--- config.mk ---
export PLATFORM = sky130hd
export DESIGN_NAME = fft8_frame_sequencer_flat
export DESIGN_NICKNAME = d
export VERILOG_FILES = /design/src/rtl/fft8_frame_sequencer_if.sv /design/src/rtl/fft8_frame_sequencer.sv /design/src/flat_wrapper.sv
export SDC_FILE = /design/constraint.sdc
export NUM_CORES = 1
export LEC_CHECK = 0
export CORE_MARGIN = 2
export CORE_UTILIZATION = 40
export CTS_BUF_LIST = sky130_fd_sc_hd__clkbuf_8
export CTS_CLUSTER_DIAMETER = 50
export DETAILED_ROUTE_END_ITERATION = 6
export GPL_TIMING_DRIVEN = 0
export PLACE_DENSITY = 0.69
export SLEW_MARGIN = 20
export SYNTH_ARGS = -nofsm -noshare
export SYNTH_HDL_FRONTEND = slang
export SYNTH_SLANG_ARGS = --single-unit
export TNS_END_PERCENT = 30
--- constraint.sdc ---
create_clock -name CLK -period 2.8 [get_ports CLK]
set_input_delay 0.56 -clock CLK [delete_from_list [all_inputs] [get_ports CLK]]
set_output_delay 0.56 -clock CLK [all_outputs]
set_load 0.02 [all_outputs]
--- src/rtl/fft8_frame_sequencer_if.sv ---
// fft8_frame_sequencer_if: sample stream, bin stream and FFT core bus
interface fft8_frame_sequencer_if #(parameter int DW = 16);
  logic s_valid, s_ready;
  logic signed [DW-1:0] s_real, s_imag;
  logic m_valid, m_ready, m_last;
  logic signed [DW-1:0] m_real, m_imag;
  logic [2:0] m_index;
  logic fft_write, fft_start, fft_ready;
  logic [8*DW-1:0] fft_in_real, fft_in_imag, fft_out_real, fft_out_imag;
  modport master (
    input s_valid, s_real, s_imag, m_ready, fft_ready, fft_out_real, fft_out_imag,
    output s_ready, m_valid, m_real, m_imag, m_index, m_last, fft_write, fft_start, fft_in_real, fft_in_imag
  );
  modport slave (
    output s_valid, s_real, s_imag, m_ready, fft_ready, fft_out_real, fft_out_imag,
    input s_ready, m_valid, m_real, m_imag, m_index, m_last, fft_write, fft_start, fft_in_real, fft_in_imag
  );
endinterface

--- src/rtl/fft8_frame_sequencer.sv ---
// fft8_frame_sequencer: frames serial samples into the 8-point FFT core and streams the bins out
module fft8_frame_sequencer #(
  parameter int DW = 16,
  parameter int CORE_STAGES = 4,
  parameter int CNT_W = 16
) (
  input  logic CLK,
  input  logic RST,
  fft8_frame_sequencer_if.master bus,
  output logic busy,
  output logic [CNT_W-1:0] frame_count,
  output logic err_sync
);
  localparam int RW = $clog2(CORE_STAGES + 1);
  localparam logic [RW-1:0] RUN_LAST = RW'(CORE_STAGES - 1);
  typedef enum logic [2:0] {IDLE, LOAD, RUN, CAPTURE, DRAIN} state_t;
  state_t state_q, state_d;
  logic [3:0] in_count_q, in_count_d;
  logic [RW-1:0] run_cnt_q, run_cnt_d;
  logic [2:0] m_index_q, m_index_d;
  logic [CNT_W-1:0] frame_count_q, frame_count_d;
  logic err_sync_q, err_sync_d;
  logic [8*DW-1:0] in_re_q, in_re_d, in_im_q, in_im_d, out_re_q, out_re_d, out_im_q, out_im_d;
  logic accept, drain_hs;
  assign bus.s_ready = !RST && !in_count_q[3];
  assign accept = bus.s_valid && bus.s_ready;
  assign bus.m_valid = state_q == DRAIN;
  assign drain_hs = bus.m_valid && bus.m_ready;
  assign bus.m_real = out_re_q[m_index_q*DW +: DW];
  assign bus.m_imag = out_im_q[m_index_q*DW +: DW];
  assign bus.m_index = m_index_q;
  assign bus.m_last = &m_index_q;
  assign bus.fft_write = state_q == LOAD;
  assign bus.fft_start = state_q == RUN;
  assign bus.fft_in_real = in_re_q;
  assign bus.fft_in_imag = in_im_q;
  assign busy = state_q != IDLE;
  assign frame_count = frame_count_q;
  assign err_sync = err_sync_q;
  always_comb begin
    state_d = state_q;
    in_count_d = in_count_q;
    run_cnt_d = '0;
    m_index_d = m_index_q;
    frame_count_d = frame_count_q;
    err_sync_d = err_sync_q;
    in_re_d = in_re_q;
    in_im_d = in_im_q;
    out_re_d = out_re_q;
    out_im_d = out_im_q;
    if (accept) begin
      in_re_d[in_count_q[2:0]*DW +: DW] = bus.s_real;
      in_im_d[in_count_q[2:0]*DW +: DW] = bus.s_imag;
      in_count_d = in_count_q + 4'd1;
    end
    case (state_q)
      IDLE: state_d = in_count_q[3] ? LOAD : IDLE;
      LOAD: begin
        in_count_d = '0;
        state_d = RUN;
      end
      RUN: begin
        run_cnt_d = run_cnt_q + 1'b1;
        state_d = run_cnt_q == RUN_LAST ? CAPTURE : RUN;
      end
      CAPTURE: begin
        out_re_d = bus.fft_out_real;
        out_im_d = bus.fft_out_imag;
        err_sync_d = err_sync_q || !bus.fft_ready;
        state_d = DRAIN;
      end
      DRAIN: if (drain_hs) begin
        m_index_d = m_index_q + 3'd1;
        if (&m_index_q) begin
          frame_count_d = frame_count_q + 1'b1;
          state_d = in_count_q[3] ? LOAD : IDLE;
        end
      end
      default: state_d = IDLE;
    endcase
  end
  always_ff @(posedge CLK) begin
    if (RST) begin
      state_q <= IDLE;
      in_count_q <= '0;
      run_cnt_q <= '0;
      m_index_q <= '0;
      frame_count_q <= '0;
      err_sync_q <= 1'b0;
      in_re_q <= '0;
      in_im_q <= '0;
      out_re_q <= '0;
      out_im_q <= '0;
    end else begin
      state_q <= state_d;
      in_count_q <= in_count_d;
      run_cnt_q <= run_cnt_d;
      m_index_q <= m_index_d;
      frame_count_q <= frame_count_d;
      err_sync_q <= err_sync_d;
      in_re_q <= in_re_d;
      in_im_q <= in_im_d;
      out_re_q <= out_re_d;
      out_im_q <= out_im_d;
    end
  end
endmodule

--- src/flat_wrapper.sv ---
// flat-port wrapper written by rule: the top's interface ports become plain ports
module fft8_frame_sequencer_flat 
#(
  parameter int DW = 16,
  parameter int CORE_STAGES = 4,
  parameter int CNT_W = 16
)
  (CLK, RST, busy, frame_count, err_sync, bus_s_valid, bus_s_real, bus_s_imag, bus_m_ready, bus_fft_ready, bus_fft_out_real, bus_fft_out_imag, bus_s_ready, bus_m_valid, bus_m_real, bus_m_imag, bus_m_index, bus_m_last, bus_fft_write, bus_fft_start, bus_fft_in_real, bus_fft_in_imag);
  fft8_frame_sequencer_if #(.DW(DW)) bus_i ();
  input  logic CLK;
  input  logic RST;
  output logic busy;
  output logic [CNT_W-1:0] frame_count;
  output logic err_sync;
  input wire logic [$bits(bus_i.s_valid)-1:0] bus_s_valid;
  input wire logic [$bits(bus_i.s_real)-1:0] bus_s_real;
  input wire logic [$bits(bus_i.s_imag)-1:0] bus_s_imag;
  input wire logic [$bits(bus_i.m_ready)-1:0] bus_m_ready;
  input wire logic [$bits(bus_i.fft_ready)-1:0] bus_fft_ready;
  input wire logic [$bits(bus_i.fft_out_real)-1:0] bus_fft_out_real;
  input wire logic [$bits(bus_i.fft_out_imag)-1:0] bus_fft_out_imag;
  output wire logic [$bits(bus_i.s_ready)-1:0] bus_s_ready;
  output wire logic [$bits(bus_i.m_valid)-1:0] bus_m_valid;
  output wire logic [$bits(bus_i.m_real)-1:0] bus_m_real;
  output wire logic [$bits(bus_i.m_imag)-1:0] bus_m_imag;
  output wire logic [$bits(bus_i.m_index)-1:0] bus_m_index;
  output wire logic [$bits(bus_i.m_last)-1:0] bus_m_last;
  output wire logic [$bits(bus_i.fft_write)-1:0] bus_fft_write;
  output wire logic [$bits(bus_i.fft_start)-1:0] bus_fft_start;
  output wire logic [$bits(bus_i.fft_in_real)-1:0] bus_fft_in_real;
  output wire logic [$bits(bus_i.fft_in_imag)-1:0] bus_fft_in_imag;
  assign bus_i.s_valid = bus_s_valid;
  assign bus_i.s_real = bus_s_real;
  assign bus_i.s_imag = bus_s_imag;
  assign bus_i.m_ready = bus_m_ready;
  assign bus_i.fft_ready = bus_fft_ready;
  assign bus_i.fft_out_real = bus_fft_out_real;
  assign bus_i.fft_out_imag = bus_fft_out_imag;
  assign bus_s_ready = bus_i.s_ready;
  assign bus_m_valid = bus_i.m_valid;
  assign bus_m_real = bus_i.m_real;
  assign bus_m_imag = bus_i.m_imag;
  assign bus_m_index = bus_i.m_index;
  assign bus_m_last = bus_i.m_last;
  assign bus_fft_write = bus_i.fft_write;
  assign bus_fft_start = bus_i.fft_start;
  assign bus_fft_in_real = bus_i.fft_in_real;
  assign bus_fft_in_imag = bus_i.fft_in_imag;
  fft8_frame_sequencer #(.DW(DW), .CORE_STAGES(CORE_STAGES), .CNT_W(CNT_W)) u_core (.CLK(CLK), .RST(RST), .bus(bus_i), .busy(busy), .frame_count(frame_count), .err_sync(err_sync));
endmodule
==> flow_summary.ini, run 1 <==
[place]
place_ws_ns = -1.76
dpl-instance-area_um2 = 28500
hpwlAfterDp_um = 74900
io_buffers = 590
gp_congestion = 0.973

[power_and_ir_drop]
ir_drop_mv = 0.281
leakage_nw = 10.5
p_per_area_nw_per_um2 = 511

[floorplanning]
ioPinCount = 607
num_rows = 85
start_util = 0.404
fp.dieW_um = 237
fp.dieArea_um2 = 56100
die_h_um = 237
core_area_um2 = 53700

[status]
status = finished, violations left
violations = negative setup slack

[logic_synthesis]
synth.cells.most_frequent = nand2_1 (787), dfxtp_1 (542), a21oi_1 (412)
synthArstFlopShare = 0
ys_types = 47
synth.top_cells.by_area = dfxtp_1 (50%), nand2_1 (14%), a21oi_1 (9.5%)
synth.yosys.seq_area_share = 0.500
synth_xor_xnor_area_share = 0.00444
synth-edff-count = 0
syn_inst = 2583
synth.net_count = 2885
synth_compound_area_frac = 0.120
synth_top_area_cell = dfxtp_1
ys_ff_latch = 542
synth_area_per_cell_um2 = 8.40
synth_top_area_frac = 0.500
synthesis.area_um2 = 21700
synth_flop_cell = dfxtp_1
yosysMostFrequentCell = nand2_1
yosys.area_share.simple = 0.242
synth_top_family_by_area = simple AND/OR/NAND/NOR gates
synth_warnings = 0
synthAdderAreaFrac = 0.00519
muxShareOfSynthArea = 0.0831

[clock_tree]
cts_sinks = 542
path_clk_slew_ns = 0.06
cts_buffer_depth = 3
htreeDepth = 3
insertion_delay_ns = 0.70
cts_root_buf = clkbuf_8
cts_tree = built
cts_buffers = 91

[route]
first_pass_iters = 5
routed_wl_um = 96400
avgViaCountPerCell = 5.51
dr.first_iter.drc_count = 2042
drc_errors = 0
wl_per_cell_um = 23.8
ant_nets = 0
vias = 22300

[critical_path]
r2r_slack_ns = 0
crit_fanout = 6
crit_required_ns = 2.24
timing.rr.end = u_core.bus.fft_in_real[108]
reg2reg_from = u_core.in_count_q[0]
path_common_cell = buf_6
rr_worst_depth = 10
critPathBufInv = 4
max_stage_delay_ns = 0.53
critPathLaunchType = flip-flop
cpMaxStageDelayCell = mux4_2
crit_path_end_kind = primary output
arrival_ns = 2.46
path_cells = buf_12 -> buf_8 -> buf_6 -> mux4_2 -> mux2_4 -> buf_6
crit_family = multiplexers
critPathKind = flip-flop to primary output

[global_routing]
grt_pass1_wl_um = 137000
grt_pass1_vias = 21500
antenna_found_initial = 11
grt_max_degree = 20
grt_overflow_total = 0
grt_usage = 0.330

[sta]
setup_viol = 33
relSlewSlack = 0.422
period_needed_ns = 3.02
fin_ws_ns = -0.223
rsz0062_at_grt = yes
whs_ns = 0.395
tightest_slew_ns = 0.866
hold_viol = 0
tns_ns = -5.19
period_share = 1.08
max_freq_mhz = 331
fin_skew_ns = 0.0313
slew_violations = 0

[hold_path]
holdPathEnd = u_core.bus.fft_in_imag[95]
hp-start = bus_s_imag[15]
hold_class = primary input to flip-flop
min_path_cells = 3

[cells_and_area]
fin_util = 0.579
area_growth_pct = 43.5
n_fill_cell = 4787
drive_gt1_frac = 0.113
postLayoutCellArea_um2 = 31100
nets = 3589

[flow_run]
cap_violations = 0
-- cells in the final DEF (no fill, tap or decap), drive strengths merged, types with 7 or more instances in the layout --
cell type	n
o21ai	103
nor2b	17
diode	7
clkdlybuf4s50	551
nand3b	49
mux4	64
nor2	23
or3	8
ha	9
inv	40
dfxtp	542
nand2	787
nand4	7
nand2b	67
mux2	32
buf	115
clkbuf	287
nand3	169
a21oi	412
-- per-stage QoR --
| stage | power [mW] | std cells |
|---|---|---|
| 5_1_grt | 16.3 | 4052 |
| 2_1_floorplan | 8.22 | 2583 |
| 4_1_cts | 15.9 | 4035 |
| 3_3_place_gp | 8.89 | 3869 |
| 3_5_place_dp | 8.90 | 3869 |
| 6_report | 15.9 | 4052 |
-- cells by family (layout without fill, tap and decap cells) --
logic type	count (synthesis)	after routing
adder cells (fa/ha/maj)	9	9
AND/OR/NAND/NOR	1167	1167
AO/OA/AOI/OAI	518	518
buffers and inverters	240	1006
flip-flops	542	542
other	0	7
XOR/XNOR	11	11
multiplexers	96	96
-- how the worst max path moves through the flow --
| stage | to | from | cells after the start |
|---|---|---|---|
| after global placement | bus_s_ready | RST | 7 |
| after detailed placement | bus_s_ready | RST | 7 |
| final | bus_m_real[4] | u_core.bus.m_index[0] | 6 |
| after floorplan | bus_m_imag[12] | u_core.bus.m_index[0] | 4 |
| after global routing | bus_m_real[12] | u_core.bus.m_index[0] | 6 |
| after CTS | bus_m_real[4] | u_core.bus.m_index[0] | 7 |
-- power by group --
part           leakage [nW]  internal [mW]  total [mW]  switching (mW)
clock                  1.04           3.86        7.11            3.25
combinational          5.12          0.493        1.04           0.547
sequential             4.37           7.74        7.75          0.0157
total                  10.5           12.1        15.9            3.81
-- worst reg2reg max path, delay by kind of cell (launching register included) --
| family | cells | cell delay [ns] |
|---|---|---|
| simple gates | 3 | 0.95 |
| buf+inv | 4 | 0.69 |
| compound gates | 1 | 0.20 |
| fa+ha+maj | 2 | 0.49 |
| flops | 1 | 0.40 |
-- timing repair --
action	4_1_cts	5_1_grt
pin swaps	5	6
hold buffers	0	0
buffers inserted	13	12
resized for setup	310	82
endpoints found under the setup margin	344	251
cloned	2	3
-- registers in the layout (all words and copies together) (netlist names) --
signal and cells:
u_core.bus.fft_in_imag 128, u_core.bus.fft_in_real 128, u_core.bus.m_index 3, u_core.err_sync 1, u_core.frame_count 16, u_core.in_count_q 4
u_core.out_im_q 128, u_core.out_re_q 128, u_core.run_cnt_q 3, u_core.state_q 3
-- routing by layer --
metal | global-route usage | share of wire
met5 | 0 | 0.00052
met1 | 0.385 | 0.37
met3 | 0.0789 | 0.090
met4 | 0.199 | 0.061
met2 | 0.551 | 0.47
-- cell type report --
type                            count  area (um^2)  share of cell area
Clock inverter                     39          211             0.00680
Multi-Input combinational cell   1801        10100               0.324
Tap cell                          696          871              0.0280
Inverter                            7         26.3            0.000844
Antenna cell                        7         17.5            0.000563
Sequential cell                   542        10900               0.349
Buffer                            226         1200              0.0384
Timing Repair Buffer              618         6250               0.201
Clock buffer                      116         1600              0.0513
(Power assumes the default switching activity.)
==> inputs of run 2 (changes only) <==
GPL_TIMING_DRIVEN = default   (was 0)
==> run 2 against run 1 <==
  * The run still ends with negative setup slack left
  * Sequential power about the same
  * Core utilization is 0.77 points lower
  * Wire length down 16%
  * Count of clock-buffer cells in the layout up 1
  * Die area did not move
  * Highest routed layer unchanged
==> flow_summary.ini, run 2 (synthesis results as in run 1) <==
[global_routing]
grt_usage = 0.277
grt_pass1_wl_um = 120000
grt_overflow_total = 0
grt_pass1_vias = 20500
grt_max_degree = 211
antenna_found_initial = 21

[clock_tree]
cts_sinks = 542
cts_buffers = 92
insertion_delay_ns = 0.68
path_clk_slew_ns = 0.06
cts_tree = built
htreeDepth = 3
cts_buffer_depth = 3
cts_root_buf = clkbuf_8

[critical_path]
critPathKind = flip-flop to primary output
path_common_cell = buf_12
path_cells = buf_12 -> buf_12 -> mux4_2 -> mux2_4 -> buf_6
timing.rr.end = u_core.bus.fft_in_real[108]
crit_end = bus_m_real[5]
reg2reg_from = u_core.in_count_q[1]
max_stage_delay_ns = 0.58
crit_required_ns = 2.24
startpoint = u_core.bus.m_index[0]
r2r_slack_ns = 0.22
critPathLaunchType = flip-flop
crit_fanout = 6
arrival_ns = 2.40
crit_path_end_kind = primary output
cpMaxStageDelayCell = mux4_2
rr_worst_depth = 8

[sta]
hold_viol = 0
slew_violations = 0
period_share = 1.06
tightest_slew_ns = 0.962
period_needed_ns = 2.96
fin_ws_ns = -0.163
rsz0062_at_grt = yes
whs_ns = 0.406
relSlewSlack = 0.359
fin_skew_ns = 0.0353
setup_viol = 28
max_freq_mhz = 338

[cells_and_area]
final_common_cell = nand2_1
nets = 3440
area_growth_pct = 41.6
most-common-layout-cells = nand2_1 (787), clkdlybuf4s50_1 (569), dfxtp_1 (539), a21oi_1 (412), nand3_1 (169)
drive_gt1_frac = 0.118
fin_util = 0.572
postLayoutCellArea_um2 = 30700

[place]
dpl-instance-area_um2 = 28500
hpwlAfterDp_um = 57300
io_buffers = 606
gp_congestion = 0.927

[floorplanning]
start_util = 0.404
num_rows = 85
fp.dieArea_um2 = 56100
fp.dieW_um = 237
core_area_um2 = 53700
ioPinCount = 607
die_h_um = 237

[route]
ant_nets = 0
vias = 20900
drc_errors = 0
first_pass_iters = 7
avgViaCountPerCell = 5.32
routed_wl_um = 80600
dr.first_iter.drc_count = 1733
wl_per_cell_um = 20.6

[status]
violations = negative setup slack
status = finished, violations left

[power_and_ir_drop]
total_power_mw = 16.1
p_clk_frac = 0.460
leakage_nw = 10.4
ir_drop_mv = 0.381
p_sw_frac = 0.237
p_per_area_nw_per_um2 = 525
p_int_mw = 12.3
comb_power_share = 0.059
seq_power_share = 0.481
power.switching_mw = 3.82

[hold_path]
hold_class = primary input to flip-flop

[flow_run]
cap_violations = 0
-- run 2: cell types whose count changed in the layout (fill, tap and decap cells not counted), moves of 13 or more --
cell	change
clkbuf_1	-141
buf_4	+38
buf_6	-22
clkdlybuf4s50_1	+18
mux2_2	+16
mux2_4	-16
buf_1	-13
buf_2	-13
clkbuf_2	-13
-- run 2: what timing repair did --
action | 4_1_cts | 5_1_grt
cloned | 1 | 1
hold buffers | 0 | 0
setup buffers | 9 | 5
resized for setup | 159 | 38
setup endpoints to repair | 35 | 33
-- run 2: worst min path at each step --
stage                                      end  cells after the start  slack (ns)                start
global route                u_core.out_re_q[6]                      3        0.40  bus_fft_out_real[6]
floorplan                  u_core.run_cnt_q[0]                      1        0.40  u_core.run_cnt_q[0]
finish              u_core.bus.fft_in_real[46]                      3        0.41                  RST
CTS                         u_core.out_re_q[6]                      3        0.36  bus_fft_out_real[6]
global placement           u_core.run_cnt_q[0]                      1        0.41  u_core.run_cnt_q[0]
detailed placement         u_core.run_cnt_q[0]                      1        0.43  u_core.run_cnt_q[0]
-- run 2: per-stage QoR --
step | instances | setup TNS, ns | setup WS [ns]
floorplan | 2583 | 0 | 0.188
global placement | 3724 | 0 | 0.0953
detailed placement | 3724 | 0 | 0.0866
CTS | 3898 | -4.94 | -0.253
global route | 3921 | -4.09 | -0.204
finish | 3921 | -2.59 | -0.163
-- run 2: final cells by class --
type / count / area, um^2
Clock buffer: 117 / 1610
Tap cell: 696 / 871
Multi-Input combinational cell: 1801 / 9950
Timing Repair Buffer: 694 / 7020
Clock inverter: 47 / 323
Fill cell: 4761 / 23000
Inverter: 7 / 26.3
Antenna cell: 17 / 42.5
Sequential cell: 542 / 10900
-- run 2: power groups by stage --
stage | Sequential [mW] | Combinational (mW) | Clock (mW)
6_report | 7.75 | 0.949 | 7.41
5_1_grt | 7.74 | 0.993 | 7.90
4_1_cts | 7.75 | 0.941 | 7.55
3_5_place_dp | 7.92 | 0.937 | 0
3_3_place_gp | 7.91 | 0.933 | 0
2_1_floorplan | 7.94 | 0.276 | 0
-- run 2: layer usage --
layer,share of wire,track usage,vias to the layer above
li1,-,-,9805
met2,0.49,0.475,992
met3,0.090,0.0724,191
met4,0.045,0.147,8
met5,0.00068,0,-
met1,0.38,0.317,9863
-- run 2: worst max-delay path, delay by kind of cell, from the launching register on --
kind / cells / cell delay (ns)
multiplexers: 2 / 0.89
buffers and inverters: 3 / 0.43
flip-flops: 1 / 0.40
==> inputs of run 3 (changes only) <==
CAP_MARGIN = 20   (was default)
CORE_MARGIN = default   (was 2)
PLACE_DENSITY = 0.65   (was 0.69)
==> run 3 against run 2 <==
  * The run still ends with negative setup slack left
  * Clock power hardly changed
  * Clock skew is 0.014 ns lower
  * Sequential share of layout area shrank 0.11 points
  * Global-route usage up 0.66 points
  * Final cell count is 0.77% lower
  * Largest cell class unchanged
==> flow_summary.ini, run 3 (synthesis results as in run 1) <==
[critical_path]
critPathLaunchType = flip-flop
critPathKind = flip-flop to primary output
arrival_ns = 2.38
crit_path_end_kind = primary output
crit_fanout = 6
crit_required_ns = 2.24

[status]
violations = negative setup slack
status = finished, violations left

[floorplanning]
core_area_um2 = 53100
num_rows = 84
die_h_um = 235
ioPinCount = 607
fp.dieArea_um2 = 55100
fp.dieW_um = 235
start_util = 0.409

[sta]
hold_viol = 0
rsz0062_at_grt = yes
fin_skew_ns = 0.0210
setup_viol = 32
slew_violations = 0
period_share = 1.05
fin_ws_ns = -0.140
max_freq_mhz = 340
tightest_slew_ns = 1.10
period_needed_ns = 2.94
whs_ns = 0.298
relSlewSlack = 0.268

[place]
hpwlAfterDp_um = 56500
place_inst = 3703
gp_congestion = 0.917
place_ws_ns = 0.112
io_buffers = 606

[route]
avgViaCountPerCell = 5.32
dr.first_iter.drc_count = 1732
wl_per_cell_um = 20.7
drc_errors = 0
routed_wl_um = 80600
ant_nets = 0
first_pass_iters = 5
vias = 20700

[cells_and_area]
nets = 3428
area_growth_pct = 42.0
fin_util = 0.580
fin_cells = 3891
drive_gt1_frac = 0.115
most-common-layout-cells = nand2_1 (787), clkdlybuf4s50_1 (568), dfxtp_1 (539), a21oi_1 (412), nand3_1 (169)
final_common_cell = nand2_1

[power_and_ir_drop]
ir_drop_mv = 0.393
p_per_area_nw_per_um2 = 524
leakage_nw = 10.4
total_power_mw = 16.1

[global_routing]
grt_pass1_vias = 19900
grt_max_degree = 248
antenna_found_initial = 15
grt_usage = 0.284
grt_pass1_wl_um = 121000
grt_overflow_total = 0

[clock_tree]
cts_buffers = 92
cts_tree = built
path_clk_slew_ns = 0.06
cts_buffer_depth = 3
postCtsHoldBufs = 0
htreeDepth = 3
cts_root_buf = clkbuf_8
cts_sinks = 542
insertion_delay_ns = 0.66

[hold_path]
hold_class = primary input to flip-flop

[flow_run]
cap_violations = 0
## run 3: changes by cell type in the layout (fill, tap and decap cells not counted), moves of 6 or more
cell	previous run	this run
mux2_4	12	23
buf_6	20	31
mux2_2	20	9
diode_2	17	9
buf_16	2	8
buf_4	64	41
## run 3: path summary, 6_finish.rpt
path	start	depth (start not counted)	slack, ns	to
setup reg to reg	u_core.in_count_q[1]	8	0.27	u_core.bus.fft_in_real[69]
hold reg to reg	u_core.run_cnt_q[0]	1	0.43	u_core.run_cnt_q[0]
setup / recovery	u_core.bus.m_index[0]	6	-0.14	bus_m_imag[13]
hold / removal	RST	2	0.30	u_core.bus.fft_in_real[44]
## run 3: cell type report
class                           instances  area (um^2)
Tap cell                              688          861
Timing Repair Buffer                  682         7090
Fill cell                            4673        22300
Antenna cell                            9         22.5
Sequential cell                       542        10900
Clock inverter                         41          274
Inverter                                7         26.3
Multi-Input combinational cell       1801         9990
Clock buffer                          121         1670
## run 3: power breakdown
group / total, mW / internal [mW] / switching, mW
combinational: 0.937 / 0.495 / 0.442
clock: 7.44 / 4.14 / 3.30
sequential: 7.75 / 7.74 / 0.0122
## run 3: repair_timing
action,in CTS,in global routing
setup buffers,9,0
resized for setup,212,22
setup endpoints to repair,36,54
cloned,7,0
## run 3: worst max-delay path, cell delays in order, from the launching register on
cell     delay (ns)
dfxtp_4        0.39
buf_12         0.13
buf_8          0.13
buf_12         0.14
mux4_2         0.51
mux2_4         0.29
buf_6          0.13
## run 3: metrics by stage
stage | area [um^2] | setup TNS (ns)
global placement | 28400 | 0
global route | 30800 | -4.94
CTS | 30700 | -4.05
floorplan | 21700 | 0
detailed placement | 28400 | 0
finish | 30800 | -2.62
## run 3: routing by layer
metal  global-route usage  part of all wire  vias up
li1                     -                 -     9795
met1                0.335              0.39     9752
met2                0.478              0.49      941
met3               0.0748             0.083      185
met4                0.136             0.042       12
met5                    0           0.00098        -
